`config.mk`:
```
export PLATFORM = sky130hd
export DESIGN_NAME = dnn_seq_ctrl_flat
export DESIGN_NICKNAME = d
export VERILOG_FILES = /design/src/rtl/dnn_seq_ctrl_if.sv /design/src/rtl/dnn_seq_ctrl.sv /design/src/flat_wrapper.sv
export SDC_FILE = /design/constraint.sdc
export NUM_CORES = 1
export LEC_CHECK = 0
export CAP_MARGIN = 20
export CORE_MARGIN = 2
export CORE_UTILIZATION = 40
export CTS_BUF_LIST = sky130_fd_sc_hd__clkbuf_16
export CTS_CLUSTER_DIAMETER = 120
export DETAILED_ROUTE_END_ITERATION = 8
export GPL_ROUTABILITY_DRIVEN = 0
export HOLD_SLACK_MARGIN = 0.03
export PLACE_DENSITY = 0.8
export SLEW_MARGIN = 20
export SYNTH_ARGS = -nofsm -noshare
export SYNTH_HDL_FRONTEND = slang
export SYNTH_SLANG_ARGS = --single-unit
export TNS_END_PERCENT = 1
```
`constraint.sdc`:
```
create_clock -name clk -period 4.1 [get_ports clk]
set_input_delay 0.82 -clock clk [delete_from_list [all_inputs] [get_ports clk]]
set_output_delay 0.82 -clock clk [all_outputs]
set_load 0.005 [all_outputs]
```
`src/rtl/dnn_seq_ctrl_if.sv`:
```
// CPU-side op/write-back bus and neuron-side operand/handshake bus of the DNN sequencer.
// The slave modport is the sequencer's view; the master modport drives ops and models the neuron.
interface dnn_seq_ctrl_if;
  logic        op_valid;
  logic [1:0]  op_kind;
  logic        op_sel;
  logic [4:0]  op_rd;
  logic [31:0] rd_a;
  logic [31:0] rd_b;
  logic        neuron_ready;
  logic        neuron_done;
  logic [15:0] neuron_y;
  logic [15:0] x1;
  logic [15:0] x2;
  logic [15:0] x3;
  logic [15:0] w1;
  logic [15:0] w2;
  logic [15:0] w3;
  logic        neuron_start;
  logic        stall;
  logic        wb_en;
  logic [4:0]  wb_addr;
  logic [31:0] wb_data;
  logic        busy;
  logic        err;

  modport slave (
    input  op_valid, op_kind, op_sel, op_rd, rd_a, rd_b,
    input  neuron_ready, neuron_done, neuron_y,
    output x1, x2, x3, w1, w2, w3, neuron_start,
    output stall, wb_en, wb_addr, wb_data, busy, err
  );

  modport master (
    output op_valid, op_kind, op_sel, op_rd, rd_a, rd_b,
    output neuron_ready, neuron_done, neuron_y,
    input  x1, x2, x3, w1, w2, w3, neuron_start,
    input  stall, wb_en, wb_addr, wb_data, busy, err
  );
endinterface

```
`src/rtl/dnn_seq_ctrl.sv`:
```
// DNN op sequencer: loads x/w operand lanes, launches a 3-input neuron on RUN,
// waits for its result with a 255-cycle timeout and writes it back to the register file.
module dnn_seq_ctrl (
  input  logic            clk,
  input  logic            rst,
  dnn_seq_ctrl_if.slave   bus
);

  typedef enum logic [1:0] {IDLE, ARM, WAIT, WB} state_t;

  localparam logic [1:0] OP_LDX = 2'd0;
  localparam logic [1:0] OP_LDW = 2'd1;
  localparam logic [1:0] OP_RUN = 2'd2;

  state_t      state_reg;
  logic [5:0]  loaded_reg;   // {W3, W2, W1, X3, X2, X1}
  logic [7:0]  cnt_reg;
  logic [15:0] x_reg [3];
  logic [15:0] w_reg [3];
  logic        start_reg;
  logic        active_reg;
  logic        wb_en_reg;
  logic [4:0]  wb_addr_reg;
  logic [31:0] wb_data_reg;
  logic        err_reg;

  function automatic logic [15:0] fmt(input logic [31:0] v);
    return {v[11:0], 4'b0000};
  endfunction

  always_ff @(posedge clk or posedge rst) begin
    if (rst) begin
      state_reg   <= IDLE;
      loaded_reg  <= '0;
      cnt_reg     <= '0;
      for (int i = 0; i < 3; i++) begin
        x_reg[i] <= '0;
        w_reg[i] <= '0;
      end
      start_reg   <= 1'b0;
      active_reg  <= 1'b0;
      wb_en_reg   <= 1'b0;
      wb_addr_reg <= '0;
      wb_data_reg <= '0;
      err_reg     <= 1'b0;
    end else begin
      start_reg <= 1'b0;
      wb_en_reg <= 1'b0;
      err_reg   <= 1'b0;
      case (state_reg)
        IDLE: begin
          if (bus.op_valid) begin
            case (bus.op_kind)
              OP_LDX: begin
                if (!bus.op_sel) begin
                  x_reg[0]        <= fmt(bus.rd_a);
                  x_reg[1]        <= fmt(bus.rd_b);
                  loaded_reg[1:0] <= 2'b11;
                end else begin
                  x_reg[2]      <= fmt(bus.rd_a);
                  loaded_reg[2] <= 1'b1;
                end
              end
              OP_LDW: begin
                if (!bus.op_sel) begin
                  w_reg[0]        <= fmt(bus.rd_a);
                  w_reg[1]        <= fmt(bus.rd_b);
                  loaded_reg[4:3] <= 2'b11;
                end else begin
                  w_reg[2]      <= fmt(bus.rd_a);
                  loaded_reg[5] <= 1'b1;
                end
              end
              OP_RUN: begin
                if (&loaded_reg) begin
                  state_reg   <= ARM;
                  active_reg  <= 1'b1;
                  wb_addr_reg <= bus.op_rd;
                end else begin
                  err_reg <= 1'b1;
                end
              end
              default: err_reg <= 1'b1;
            endcase
          end
        end
        ARM: begin
          if (bus.neuron_ready) begin
            start_reg <= 1'b1;
            cnt_reg   <= '0;
            state_reg <= WAIT;
          end
        end
        WAIT: begin
          // Done is checked first so a result on the final cycle still gets written back.
          if (bus.neuron_done) begin
            wb_data_reg <= {16'h0000, bus.neuron_y};
            wb_en_reg   <= 1'b1;
            state_reg   <= WB;
          end else if (cnt_reg == 8'd254) begin
            err_reg    <= 1'b1;
            active_reg <= 1'b0;
            loaded_reg <= '0;
            state_reg  <= IDLE;
          end else begin
            cnt_reg <= cnt_reg + 8'd1;
          end
        end
        WB: begin
          active_reg <= 1'b0;
          loaded_reg <= '0;
          state_reg  <= IDLE;
        end
        default: state_reg <= IDLE;
      endcase
    end
  end

  // stall and busy are the same condition (state != IDLE), kept in one register.
  assign bus.x1           = x_reg[0];
  assign bus.x2           = x_reg[1];
  assign bus.x3           = x_reg[2];
  assign bus.w1           = w_reg[0];
  assign bus.w2           = w_reg[1];
  assign bus.w3           = w_reg[2];
  assign bus.neuron_start = start_reg;
  assign bus.stall        = active_reg;
  assign bus.busy         = active_reg;
  assign bus.wb_en        = wb_en_reg;
  assign bus.wb_addr      = wb_addr_reg;
  assign bus.wb_data      = wb_data_reg;
  assign bus.err          = err_reg;

endmodule

```
`src/flat_wrapper.sv`:
```
// flat-port wrapper written by rule: the top's interface ports become plain ports
module dnn_seq_ctrl_flat 
  (clk, rst, bus_op_valid, bus_op_kind, bus_op_sel, bus_op_rd, bus_rd_a, bus_rd_b, bus_neuron_ready, bus_neuron_done, bus_neuron_y, bus_x1, bus_x2, bus_x3, bus_w1, bus_w2, bus_w3, bus_neuron_start, bus_stall, bus_wb_en, bus_wb_addr, bus_wb_data, bus_busy, bus_err);
  dnn_seq_ctrl_if bus_i ();
  input  logic clk;
  input  logic rst;
  input wire logic [$bits(bus_i.op_valid)-1:0] bus_op_valid;
  input wire logic [$bits(bus_i.op_kind)-1:0] bus_op_kind;
  input wire logic [$bits(bus_i.op_sel)-1:0] bus_op_sel;
  input wire logic [$bits(bus_i.op_rd)-1:0] bus_op_rd;
  input wire logic [$bits(bus_i.rd_a)-1:0] bus_rd_a;
  input wire logic [$bits(bus_i.rd_b)-1:0] bus_rd_b;
  input wire logic [$bits(bus_i.neuron_ready)-1:0] bus_neuron_ready;
  input wire logic [$bits(bus_i.neuron_done)-1:0] bus_neuron_done;
  input wire logic [$bits(bus_i.neuron_y)-1:0] bus_neuron_y;
  output wire logic [$bits(bus_i.x1)-1:0] bus_x1;
  output wire logic [$bits(bus_i.x2)-1:0] bus_x2;
  output wire logic [$bits(bus_i.x3)-1:0] bus_x3;
  output wire logic [$bits(bus_i.w1)-1:0] bus_w1;
  output wire logic [$bits(bus_i.w2)-1:0] bus_w2;
  output wire logic [$bits(bus_i.w3)-1:0] bus_w3;
  output wire logic [$bits(bus_i.neuron_start)-1:0] bus_neuron_start;
  output wire logic [$bits(bus_i.stall)-1:0] bus_stall;
  output wire logic [$bits(bus_i.wb_en)-1:0] bus_wb_en;
  output wire logic [$bits(bus_i.wb_addr)-1:0] bus_wb_addr;
  output wire logic [$bits(bus_i.wb_data)-1:0] bus_wb_data;
  output wire logic [$bits(bus_i.busy)-1:0] bus_busy;
  output wire logic [$bits(bus_i.err)-1:0] bus_err;
  assign bus_i.op_valid = bus_op_valid;
  assign bus_i.op_kind = bus_op_kind;
  assign bus_i.op_sel = bus_op_sel;
  assign bus_i.op_rd = bus_op_rd;
  assign bus_i.rd_a = bus_rd_a;
  assign bus_i.rd_b = bus_rd_b;
  assign bus_i.neuron_ready = bus_neuron_ready;
  assign bus_i.neuron_done = bus_neuron_done;
  assign bus_i.neuron_y = bus_neuron_y;
  assign bus_x1 = bus_i.x1;
  assign bus_x2 = bus_i.x2;
  assign bus_x3 = bus_i.x3;
  assign bus_w1 = bus_i.w1;
  assign bus_w2 = bus_i.w2;
  assign bus_w3 = bus_i.w3;
  assign bus_neuron_start = bus_i.neuron_start;
  assign bus_stall = bus_i.stall;
  assign bus_wb_en = bus_i.wb_en;
  assign bus_wb_addr = bus_i.wb_addr;
  assign bus_wb_data = bus_i.wb_data;
  assign bus_busy = bus_i.busy;
  assign bus_err = bus_i.err;
  dnn_seq_ctrl u_core (.clk(clk), .rst(rst), .bus(bus_i));
endmodule
```
Yosys cells after proc, flatten, opt, wreduce, memory -nomap -nowiden
Cells that the tools add are included.
- flip-flop bits (word level): 113
- bits in latches: 0
- bits in writable memories: 0
- ROM bits: 0
- bits of input ports: 93
- output and inout bits: 138
- word-level logic and storage cells: 92
- memories: 0
- $add $sub $neg: 1
- multipliers: 0
- div/mod/pow operators: 0
- order comparisons: 0
- equality and inequality tests: 18
- shifts and indexed selects: 0
- multiplexer cells: 35
- bitwise gates (word level): 1
- reductions and logical operators: 19
- operator list (kind ; count):
    $reduce_and A6 Y1 ; 6
    $mux W8 ; 3
    $reduce_and A4 Y1 ; 5
    $mux W6 ; 3
    $ne A2 B2 Y1 const B ; 9
    $pmux W6 S3 ; 1
    $pmux W8 S2 ; 1
    $mux W1 ; 14
    $mux W2 ; 7
    $reduce_and A9 Y1 ; 1
    $add A8 B1 Y8 const B ; 1
    $eq A8 B8 Y1 const B ; 1
    $pmux W2 S4 ; 1
    $eq A2 B2 Y1 const B ; 3
    $mux W3 ; 2
    $reduce_and A5 Y1 ; 1
    $eq A2 B1 Y1 const B ; 2
    $logic_not A2 Y1 ; 2
    $ne A2 B1 Y1 const B ; 2
    $pmux W1 S2 ; 2
    $ne A3 B2 Y1 const B ; 1
    $pmux W1 S3 ; 1
    $reduce_bool A3 Y1 ; 1
    $reduce_and A2 Y1 ; 1
    other kinds (3) ; 3

Longest topological paths before layout
- depth in word-level cells: 5
- gate-level depth with buffers: 6
- mapped depth without buffers: 6

Least setup slack after synthesis
Ideal clock, no wire load.
- path kind: input -> register
- start point: input port bus_op_valid
- end point: register u_core.x_reg (netlist bit u_core.bus.x1[15])
- setup time: 0.125 ns
- arrival: 2.005 ns
- data required time: 3.975 ns
- slack: 1.970 ns
- stages on the path: 5
- path buffers: 1
- cells stage by stage: nor3b_2 -> and2b_2 -> nor3b_4 -> buf_6 -> mux2_2
- word-level cells in the longest chain between the ends: 1
- RTL lines (element ; RTL line ; source):
    start, declared ; flat_wrapper.sv:7 ; input wire logic [$bits(bus_i.op_valid)-1:0] bus_op_valid;
    $reduce_and A4 Y1 (no line) ; - ;
    end, declared ; dnn_seq_ctrl.sv:18 ; logic [15:0] x_reg [3];
No other way between the ends.
A chain may end at the register's enable or synchronous reset.

Worst setup path in the final report
- start point: input port bus_op_valid
- end point: register u_core.x_reg (netlist bit u_core.bus.x2[10])
Same word-level chain as after synthesis.

==> impl_metrics.csv <==
group,metric,value,unit
floorplanning,die_w,112,µm
critical_path,setup.worst_path.start,"bus_op_valid",
floorplanning,num_rows,39,
pwr,power,0.00462,W
critical_path,start_kind,"input port",
pwr,vdd_drop_max,386,µV
floorplanning,io_pins,231,
clock_network,clockBufferDepth,2,
cells_and_area,largest_reg_flops,16,
detailed_routing,ant_nets,0,
placed_design,io_buffers,150,
critical_path,crit_required,4.32,ns
critical_path,timing.rr.start,"u_core.state_reg[0]$_DFFE_PP0P_",
logic_synthesis,yosysSeqAreaShare,0.595,
detailed_routing,drt_wl_total,10100,µm
run_status,status,"completed",
logic_synthesis,synth_ff_type,"dfrtp_1",
logic_synthesis,ys.warnings.count,0,
placed_design,pre_cts_ws,1.08,ns
sta,max_slew_margin,0.479,
detailed_routing,drtIter0Drc,129,
detailed_routing,vias,3048,
detailed_routing,vias_per_cell,4.82,
floorplanning,fp.dieH,112,µm
clock_network,htreeDepth,3,
logic_synthesis,ys_types,37,
clock_network,cts_buffers,9,
logic_synthesis,async_flop_share,1.00,
detailed_routing,drcViolationCount,0,
pwr,p_leak,2.83,nW
logic_synthesis,netlist_instances,330,
sta,min_period,2.62,ns
critical_path,regToRegSetupSlack,1.94,ns
grt,grt_max_degree,90,
hold_path,min_path_type,"flop to flop",
floorplanning,dieArea,0.0126,mm²
clock_network,cts_setup_buffers,0,
cells_and_area,final_common_cell,"clkdlybuf4s50_1",
cells_and_area,synthToLayoutAreaGrowth,39.2,%
sta,hold_viol,0,
logic_synthesis,avgSynthCellArea,14.1,µm²
cells_and_area,nets,579,
grt,antenna_found_initial,0,
cells_and_area,diodes,0,
detailed_routing,firstDrtPassIters,4,
cells_and_area,drive_gt1_frac,0.239,
sta,tightest_slew,0.781,ns
critical_path,critPathArrivalTime,2.85,ns
grt,overflow,0,
hold_path,hold_depth,1,
clock_network,clk_pin_slew_worst_paths,0.07,ns
grt,grt_usage,0.164,
clock_network,ctsHoldBuffers,0,
logic_synthesis,synth_edf_count,0,
detailed_routing,drt-wirelength-per-cell,16.1,µm
critical_path,critPathMaxFanout,20,
flow_run,maxCapViolCount,0,
critical_path,r2r_end,"u_core.bus.x2[10]$_DFFE_PP0P_",
sta,fmax,0.381,GHz
sta,skew,0.00643,ns
logic_synthesis,synth_area,0.00467,mm²
critical_path,end_kind,"flop",
grt,grt_pass1_wl,16300,µm
sta,timing.final.crit_share,0.640,
cells_and_area,stdcell_count,632,
sta,setup_viol,0,
critical_path,path_class,"input port to flop",
grt,grt_pass1_vias,3184,
clock_network,tritoncts,"built",
logic_synthesis,ys_ff_latch,111,
clock_network,cts.sinks,111,
sta,drv_slew,0,
critical_path,r2r_cells,5,
clock_network,cts_resized,0,
placed_design,placed_area,0.00616,mm²
placed_design,dp.cells,616,
pwr,powerDensity,710,mW/mm²
cells_and_area,fin_area,0.00650,mm²
sta,finalWorstSetupSlack,1.48,ns
cells_and_area,most-common-layout-cells,"clkdlybuf4s50_1 (150), dfrtp_1 (111), mux2_2 (93), conb_1 (40), nand3_1 (12)",
floorplanning,core-area,0.0114,mm²
placed_design,dpl.hpwl,7390,µm
clock_network,clock_latency,0.34,ns
hold_path,min-delay-start,"u_core.loaded_reg[5]$_DFFE_PP0P_",
sta,rsz0062_at_grt,"false",
clock_network,ctsRootBufferMaster,"clkbuf_16",
floorplanning,start_util,0.409,
hold_path,holdPathEnd,"u_core.loaded_reg[5]$_DFFE_PP0P_",
sta,fin_tns_setup,0,ns
==> routing by layer <==
metal | vias to the layer above | GRT usage | share of wire
met4 | 0 | 0.0691 | 0.023
met5 | - | 0 | 0
met1 | 1503 | 0.194 | 0.40
met2 | 140 | 0.279 | 0.50
li1 | 1385 | - | -
met3 | 20 | 0.0502 | 0.078
==> cells by family (layout without fill, tap and decap cells) <==
| group | count (synthesis) | after routing | share of synthesized area |
|---|---|---|---|
| muxes | 93 | 93 | 0.224 |
| DFF | 111 | 111 | 0.595 |
| adders and majority gates | 2 | 2 | 0.00536 |
| buffers and inverters | 56 | 176 | 0.0828 |
| and+or+nand+nor | 42 | 42 | 0.0544 |
| other | 1 | 40 | 0.000803 |
| AOI/OAI and AO/OA | 25 | 25 | 0.0375 |
==> cell usage after synthesis (2+ instances only) <==
cell type / instances / area (µm²)
inv_1: 7 / 26.3
a31oi_1: 2 / 12.5
a21oi_1: 6 / 30.0
nor3_1: 2 / 10.0
nand4_1: 2 / 12.5
a21bo_2: 2 / 20.0
or3_1: 2 / 12.5
buf_6: 2 / 22.5
nand3_1: 12 / 60.1
nand3b_1: 3 / 22.5
o21ai_0: 7 / 35.0
mux2_2: 93 / 1050
buf_2: 6 / 30.0
nand2_1: 10 / 37.5
buf_4: 41 / 308
ha_1: 2 / 25.0
dfrtp_1: 111 / 2780
==> where the power goes <==
group | internal (W) | switching, W | total [W]
Combinational | 0.00122 | 0.000528 | 0.00175
Sequential | 0.00160 | 0.000286 | 0.00189
Clock | 0.000593 | 0.000383 | 0.000976
Total | 0.00342 | 0.00120 | 0.00462
==> layout make-up <==
class | instances | area [µm²]
Inverter | 7 | 31.3
Tap cell | 143 | 179
Clock buffer | 9 | 225
Clock inverter | 7 | 110
Multi-Input combinational cell | 202 | 1650
Fill cell | 937 | 4920
Sequential cell | 111 | 2780
Timing Repair Buffer | 153 | 1520
==> worst max-delay path, stage by stage <==
cell and delay (ns):
clkdlybuf4s50_1 0.48, nor3b_2 0.18, and2b_2 0.22, nor3b_4 0.38
buf_4 0.38, mux2_2 0.38
==> stage by stage <==
stage          hold WS [ns]  utilization
6_report              0.491        0.569
5_1_grt               0.508        0.569
4_1_cts               0.494        0.569
3_5_place_dp          0.478        0.540
3_3_place_gp          0.465        0.540
2_1_floorplan         0.448            -
==> worst max path at each step <==
stage / depth (start not counted) / slack, ns / to
5_1_grt: 6 / 1.35 / u_core.bus.x1[6]$_DFFE_PP0P_
3_3_place_gp: 6 / 1.11 / u_core.bus.x2[10]$_DFFE_PP0P_
6_report: 6 / 1.48 / u_core.bus.x2[10]$_DFFE_PP0P_
3_5_place_dp: 6 / 1.08 / u_core.bus.x1[6]$_DFFE_PP0P_
4_1_cts: 6 / 1.46 / u_core.bus.x1[6]$_DFFE_PP0P_
2_1_floorplan: 1 / 0.35 / u_core.bus.busy$_DFFE_PP0P_
No activity file was read; power rests on OpenSTA's default activity.
